## config.mk

```make
export PLATFORM = sky130hd
export DESIGN_NAME = bram_rmw_controller
export DESIGN_NICKNAME = d
export VERILOG_FILES = /design/src/rtl/bram_rmw_controller.sv
export SDC_FILE = /design/constraint.sdc
export NUM_CORES = 1
export LEC_CHECK = 0
export CAP_MARGIN = 20
export CORE_ASPECT_RATIO = 1.25
export CORE_UTILIZATION = 42
export DETAILED_ROUTE_END_ITERATION = 6
export PLACE_DENSITY_LB_ADDON = 0.3
export SLEW_MARGIN = 0
export SYNTH_ARGS = -nofsm -noshare
export SYNTH_HDL_FRONTEND = slang
export SYNTH_SLANG_ARGS = --single-unit
```

## constraint.sdc

```tcl
create_clock -name clk -period 3.31 [get_ports clk]
set_clock_uncertainty 0.15 [all_clocks]
set_input_delay 0.331 -clock clk [delete_from_list [all_inputs] [get_ports clk]]
set_output_delay 0.331 -clock clk [all_outputs]
set_load 0.02 [all_outputs]
```

## src/rtl/bram_rmw_controller.sv

```systemverilog
// Requester-side controller for a word-wide block RAM with a 1-cycle registered read.
// Sub-word stores are done as read-modify-write; one request in flight, one response each.
//
// state | meaning
// IDLE  | ready for a request; RAM read address follows req_address
// DATA  | old word on ram_read_data; merge and commit a write, capture the response
// RESP  | response held until the consumer takes it
module bram_rmw_controller #(
   parameter int SIZE  = 1024,
   parameter int WIDTH = 32,
   localparam int AW   = $clog2(SIZE),
   localparam int NB   = WIDTH / 8,
   localparam int LW   = $clog2(NB),
   localparam int WAW  = AW - LW
) (
   input  logic             clk,
   input  logic             reset,
   input  logic             req_valid,
   output logic             req_ready,
   input  logic             req_write,
   input  logic [AW-1:0]    req_address,
   input  logic [WIDTH-1:0] req_wdata,
   input  logic [NB-1:0]    req_wstrb,
   output logic             resp_valid,
   input  logic             resp_ready,
   output logic [WIDTH-1:0] resp_rdata,
   output logic             ram_write_en,
   output logic [WAW-1:0]   ram_write_address,
   output logic [WIDTH-1:0] ram_write_data,
   output logic [WAW-1:0]   ram_read_address,
   input  logic [WIDTH-1:0] ram_read_data
);

   typedef enum logic [1:0] {IDLE, DATA, RESP} state_t;

   state_t           state_q, state_d;
   logic             write_q, write_d;
   logic [WAW-1:0]   addr_q, addr_d;
   logic [WIDTH-1:0] wdata_q, wdata_d;
   logic [NB-1:0]    wstrb_q, wstrb_d;
   logic             resp_valid_q, resp_valid_d;
   logic [WIDTH-1:0] resp_rdata_q, resp_rdata_d;
   logic [WIDTH-1:0] merged;
   logic [WAW-1:0]   req_word;

   assign req_word = req_address[AW-1:LW];

   // Byte lanes below the word index select nothing in a word-wide RAM.
   if (LW > 0) begin : g_lsb
      logic unused_lsb;
      assign unused_lsb = ^req_address[LW-1:0];
   end

   // Parameter sanity: whole bytes per word and a whole number of words.
   assert property (@(posedge clk) (WIDTH >= 8) && (WIDTH % 8 == 0) && (SIZE % NB == 0));

   // State and latched request/response registers.
   always_ff @(posedge clk or posedge reset) begin
      if (reset) begin
         state_q      <= IDLE;
         write_q      <= 1'b0;
         addr_q       <= '0;
         wdata_q      <= '0;
         wstrb_q      <= '0;
         resp_valid_q <= 1'b0;
         resp_rdata_q <= '0;
      end else begin
         state_q      <= state_d;
         write_q      <= write_d;
         addr_q       <= addr_d;
         wdata_q      <= wdata_d;
         wstrb_q      <= wstrb_d;
         resp_valid_q <= resp_valid_d;
         resp_rdata_q <= resp_rdata_d;
      end
   end

   // Lane merge of the latched store data over the old word.
   always_comb begin
      merged = ram_read_data;
      for (int i = 0; i < NB; i++) begin
         if (wstrb_q[i]) merged[8*i +: 8] = wdata_q[8*i +: 8];
      end
   end

   // Next-state and register updates.
   always_comb begin
      state_d      = state_q;
      write_d      = write_q;
      addr_d       = addr_q;
      wdata_d      = wdata_q;
      wstrb_d      = wstrb_q;
      resp_valid_d = resp_valid_q;
      resp_rdata_d = resp_rdata_q;
      case (state_q)
         IDLE: begin
            if (req_valid) begin
               write_d = req_write;
               addr_d  = req_word;
               wdata_d = req_wdata;
               wstrb_d = req_wstrb;
               state_d = DATA;
            end
         end
         DATA: begin
            resp_rdata_d = ram_read_data;
            resp_valid_d = 1'b1;
            state_d      = RESP;
         end
         RESP: begin
            if (resp_ready) begin
               resp_valid_d = 1'b0;
               state_d      = IDLE;
            end
         end
         default: state_d = IDLE;
      endcase
   end

   // Outputs; ready and write enable are gated by reset so they drop immediately.
   always_comb begin
      req_ready         = (state_q == IDLE) && !reset;
      ram_read_address  = (state_q == IDLE) ? req_word : addr_q;
      ram_write_en      = (state_q == DATA) && write_q && (|wstrb_q) && !reset;
      ram_write_address = addr_q;
      ram_write_data    = merged;
      resp_valid        = resp_valid_q;
      resp_rdata        = resp_rdata_q;
   end

endmodule

```

==> reports/qor.csv <==
stage;metric;value;unit
critical_path;worstPathMaxFanout;10;
sta;hold_viol;0;
drt;dr.pass1.iters;4;
worst_hold_path;hold_class;input pin to asynchronous set/reset pin;
pwr;p_per_area;1029;mW/mm^2
clocking;h-tree-depth;3;
layout;area_growth;50.63;%
critical_path;critPathArrivalTime;2210;ps
global_routing;grt_pass1_vias;2651;
critical_path;worstReg2RegEnd;wdata_q[7];
sta;period_needed;2691;ps
sta;setup_tns;0;ps
layout;final_cell_mix;163 x clkdlybuf4s50_1, 80 x dfrtp_1, 78 x mux2_2;
job;maxCapViolations;0;
critical_path;critPathKind;flip-flop to output pin;
clocking;clockRootBuffer;clkbuf_8;
drt;via_per_inst;4.820;
floorplanning;num_io_pins;166;
critical_path;r2r_slack;1040;ps
global_routing;grt_start_max_net_pins;81;
sta;relSlewSlack;64.88;%
critical_path;critPathLaunchType;flip-flop;
clocking;clock_latency;340;ps
drt;drc;0;
floorplanning;die_width;85.84;um
drt;drtAntennaViolNets;0;
synthesis;synth_nets;306;
placed_design;place_ws;989.2;ps
layout;final_nets;472;
synthesis;yosysWarningCount;0;
layout;antennaDiodeCount;0;
critical_path;crit_chain;or4_1 > and4_1 > clkdlybuf4s50_1;
floorplanning;rows;37;
drt;wl_per_cell;16.46;um
global_routing;grt_usage;19.26;%
global_routing;overflow;0;
clocking;cts_resized;0;
clocking;cts-hold-fix-buffers;0;
critical_path;critPathMaxStageDelay;550;ps
pwr;ir_worst_vdd;0.0005972;V
floorplanning;core;0.008379;sq mm
placed_design;place_congestion;0.7155;
synthesis;synthDistinctLibCells;18;
sta;setup_ws;618.7;ps
floorplanning;dieArea;0.009167;sq mm
critical_path;cp_data_required_time;2830;ps
clocking;clkTransAtPathRegs;80;ps
run_status;status;complete, no violations;
critical_path;reg2regPathDepth;4;
clocking;clock_sinks;80;
sta;report.final.slew_viol_count;0;
placed_design;dpl.hpwl;5968;um
floorplanning;die_height;106.8;um
critical_path;crit_slowest_cell;dfrtp_1;
clocking;clock_path_buffers;2;
layout;finalNonFillerCells;511;
sta;setup-violations-final;0;
pwr;p_leak;2.313;nW
placed_design;portBuffers;163;
clocking;cts_tree;built;
critical_path;cp-endpoint;ram_write_en;
layout;drive_gt1_share;35.53;%
placed_design;dpl.cell_count;494;
global_routing;antenna_found_initial;0;
synthesis;ys_ff_latch;80;
synthesis;netlist_area;0.003690;sq mm
layout;mostFrequentLayoutCell;clkdlybuf4s50_1;
sta;rsz0062_at_grt;false;
synthesis;synthCells;223;
sta;whs;278.5;ps
drt;drt_iter0_markers;59;
clocking;post_cts_buffers;0;
sta;worst_pin_slew;526.9;ps
drt;num_vias;2463;
critical_path;startpoint;wstrb_q[1];
critical_path;rr_startpoint;state_q[1];
floorplanning;start_util;44.03;%
layout;fillers;666;
sta;post-route-period-util;81.31;%
global_routing;grt_pass1_wl;13390;um
clocking;cts_buffers;9;
critical_path;endpoint_kind;output pin;
drt;wl;8410;um
synthesis;syn_avg_cell_area;16.55;sq um
sta;clock.fmax;371.6;MHz
synthesis;synth-seq-area-share;54.26;%
[metal layers]
layer  share of wire [%]  vias up  GRT usage (%)
li1                    -     1126              -
met1                  39     1240          22.95
met2                  53       86          32.80
met3                 6.2       11          5.851
met4                 1.6        0          6.905
met5                   0        -              0
[cell type report]
| type | instances | area (sq um) | area share (%) |
|---|---|---|---|
| sequential | 80 | 2002 | 36.02 |
| timing repair buffer | 168 | 1689 | 30.39 |
| multi-input combinational | 128 | 1545 | 27.80 |
| tap | 117 | 146.4 | 2.634 |
| clock buffer | 12 | 135.1 | 2.431 |
| clock inverter | 4 | 31.28 | 0.5628 |
| inverter | 2 | 8.758 | 0.1576 |
[metrics by stage]
step / utilization [%] / instance area (sq um) / power (mW)
global placement: 64.01 / 5364 / 5.071
global route: 66.33 / 5558 / 6.030
floorplan: - / 3690 / 3.819
detailed placement: 64.01 / 5364 / 5.126
finish: 66.33 / 5558 / 5.717
CTS: 66.00 / 5530 / 5.779
[logic make-up after synthesis]
| kind of cell | after synthesis | synth area share, % |
|---|---|---|
| AO/OA/AOI/OAI | 3 | 0.5084 |
| buffers and inverters | 15 | 4.069 |
| flip-flops | 80 | 54.26 |
| multiplexers | 117 | 39.67 |
| AND/OR/NAND/NOR | 8 | 1.492 |
[worst min path at each step]
stage / start / endpoint / slack (ps) / cells past startpoint
floorplan: write_q / write_q / 320 / 1
global placement: wdata_q[16] / wdata_q[16] / 340 / 1
detailed placement: wdata_q[4] / wdata_q[4] / 340 / 1
CTS: wdata_q[17] / wdata_q[17] / 360 / 1
global route: reset / wdata_q[0] / 340 / 3
finish: reset / wstrb_q[0] / 280 / 3
[synthesized netlist by cell type]
| cell | instances | area share (%) |
|---|---|---|
| a21o_2 | 1 | 0.24 |
| a21oi_1 | 1 | 0.14 |
| and2_4 | 1 | 0.24 |
| and4_1 | 1 | 0.24 |
| buf_12 | 5 | 2.7 |
| buf_2 | 1 | 0.14 |
| buf_4 | 3 | 0.61 |
| clkbuf_1 | 4 | 0.41 |
| dfrtp_1 | 80 | 54 |
| inv_1 | 2 | 0.20 |
| mux2_2 | 78 | 24 |
| mux2_4 | 39 | 16 |
| nor2_1 | 2 | 0.20 |
| nor2_4 | 1 | 0.31 |
| nor2b_1 | 1 | 0.17 |
| nor3_1 | 1 | 0.14 |
| o21ai_0 | 1 | 0.14 |
| or4_1 | 1 | 0.20 |
[state kept, by name (all words and copies together) (netlist names)]
name and flops:
state_q 2, resp_rdata 32, wdata_q 32, ram_write_address 8, wstrb_q 4, resp_valid 1
write_q 1
[critical path, delay by kind of cell, from the launching register on]
kind | cells | cell delay, ps
flops | 1 | 550
buf+inv | 1 | 550
simple gates | 2 | 770
[power breakdown]
group	leakage, nW	total, mW	internal (mW)	switching (mW)
Sequential	0.936	1.84	1.48	0.365
Combinational	1.30	3.24	1.90	1.34
Clock	0.0728	0.632	0.275	0.357
Note: power is estimated with default switching activity, not from simulation.
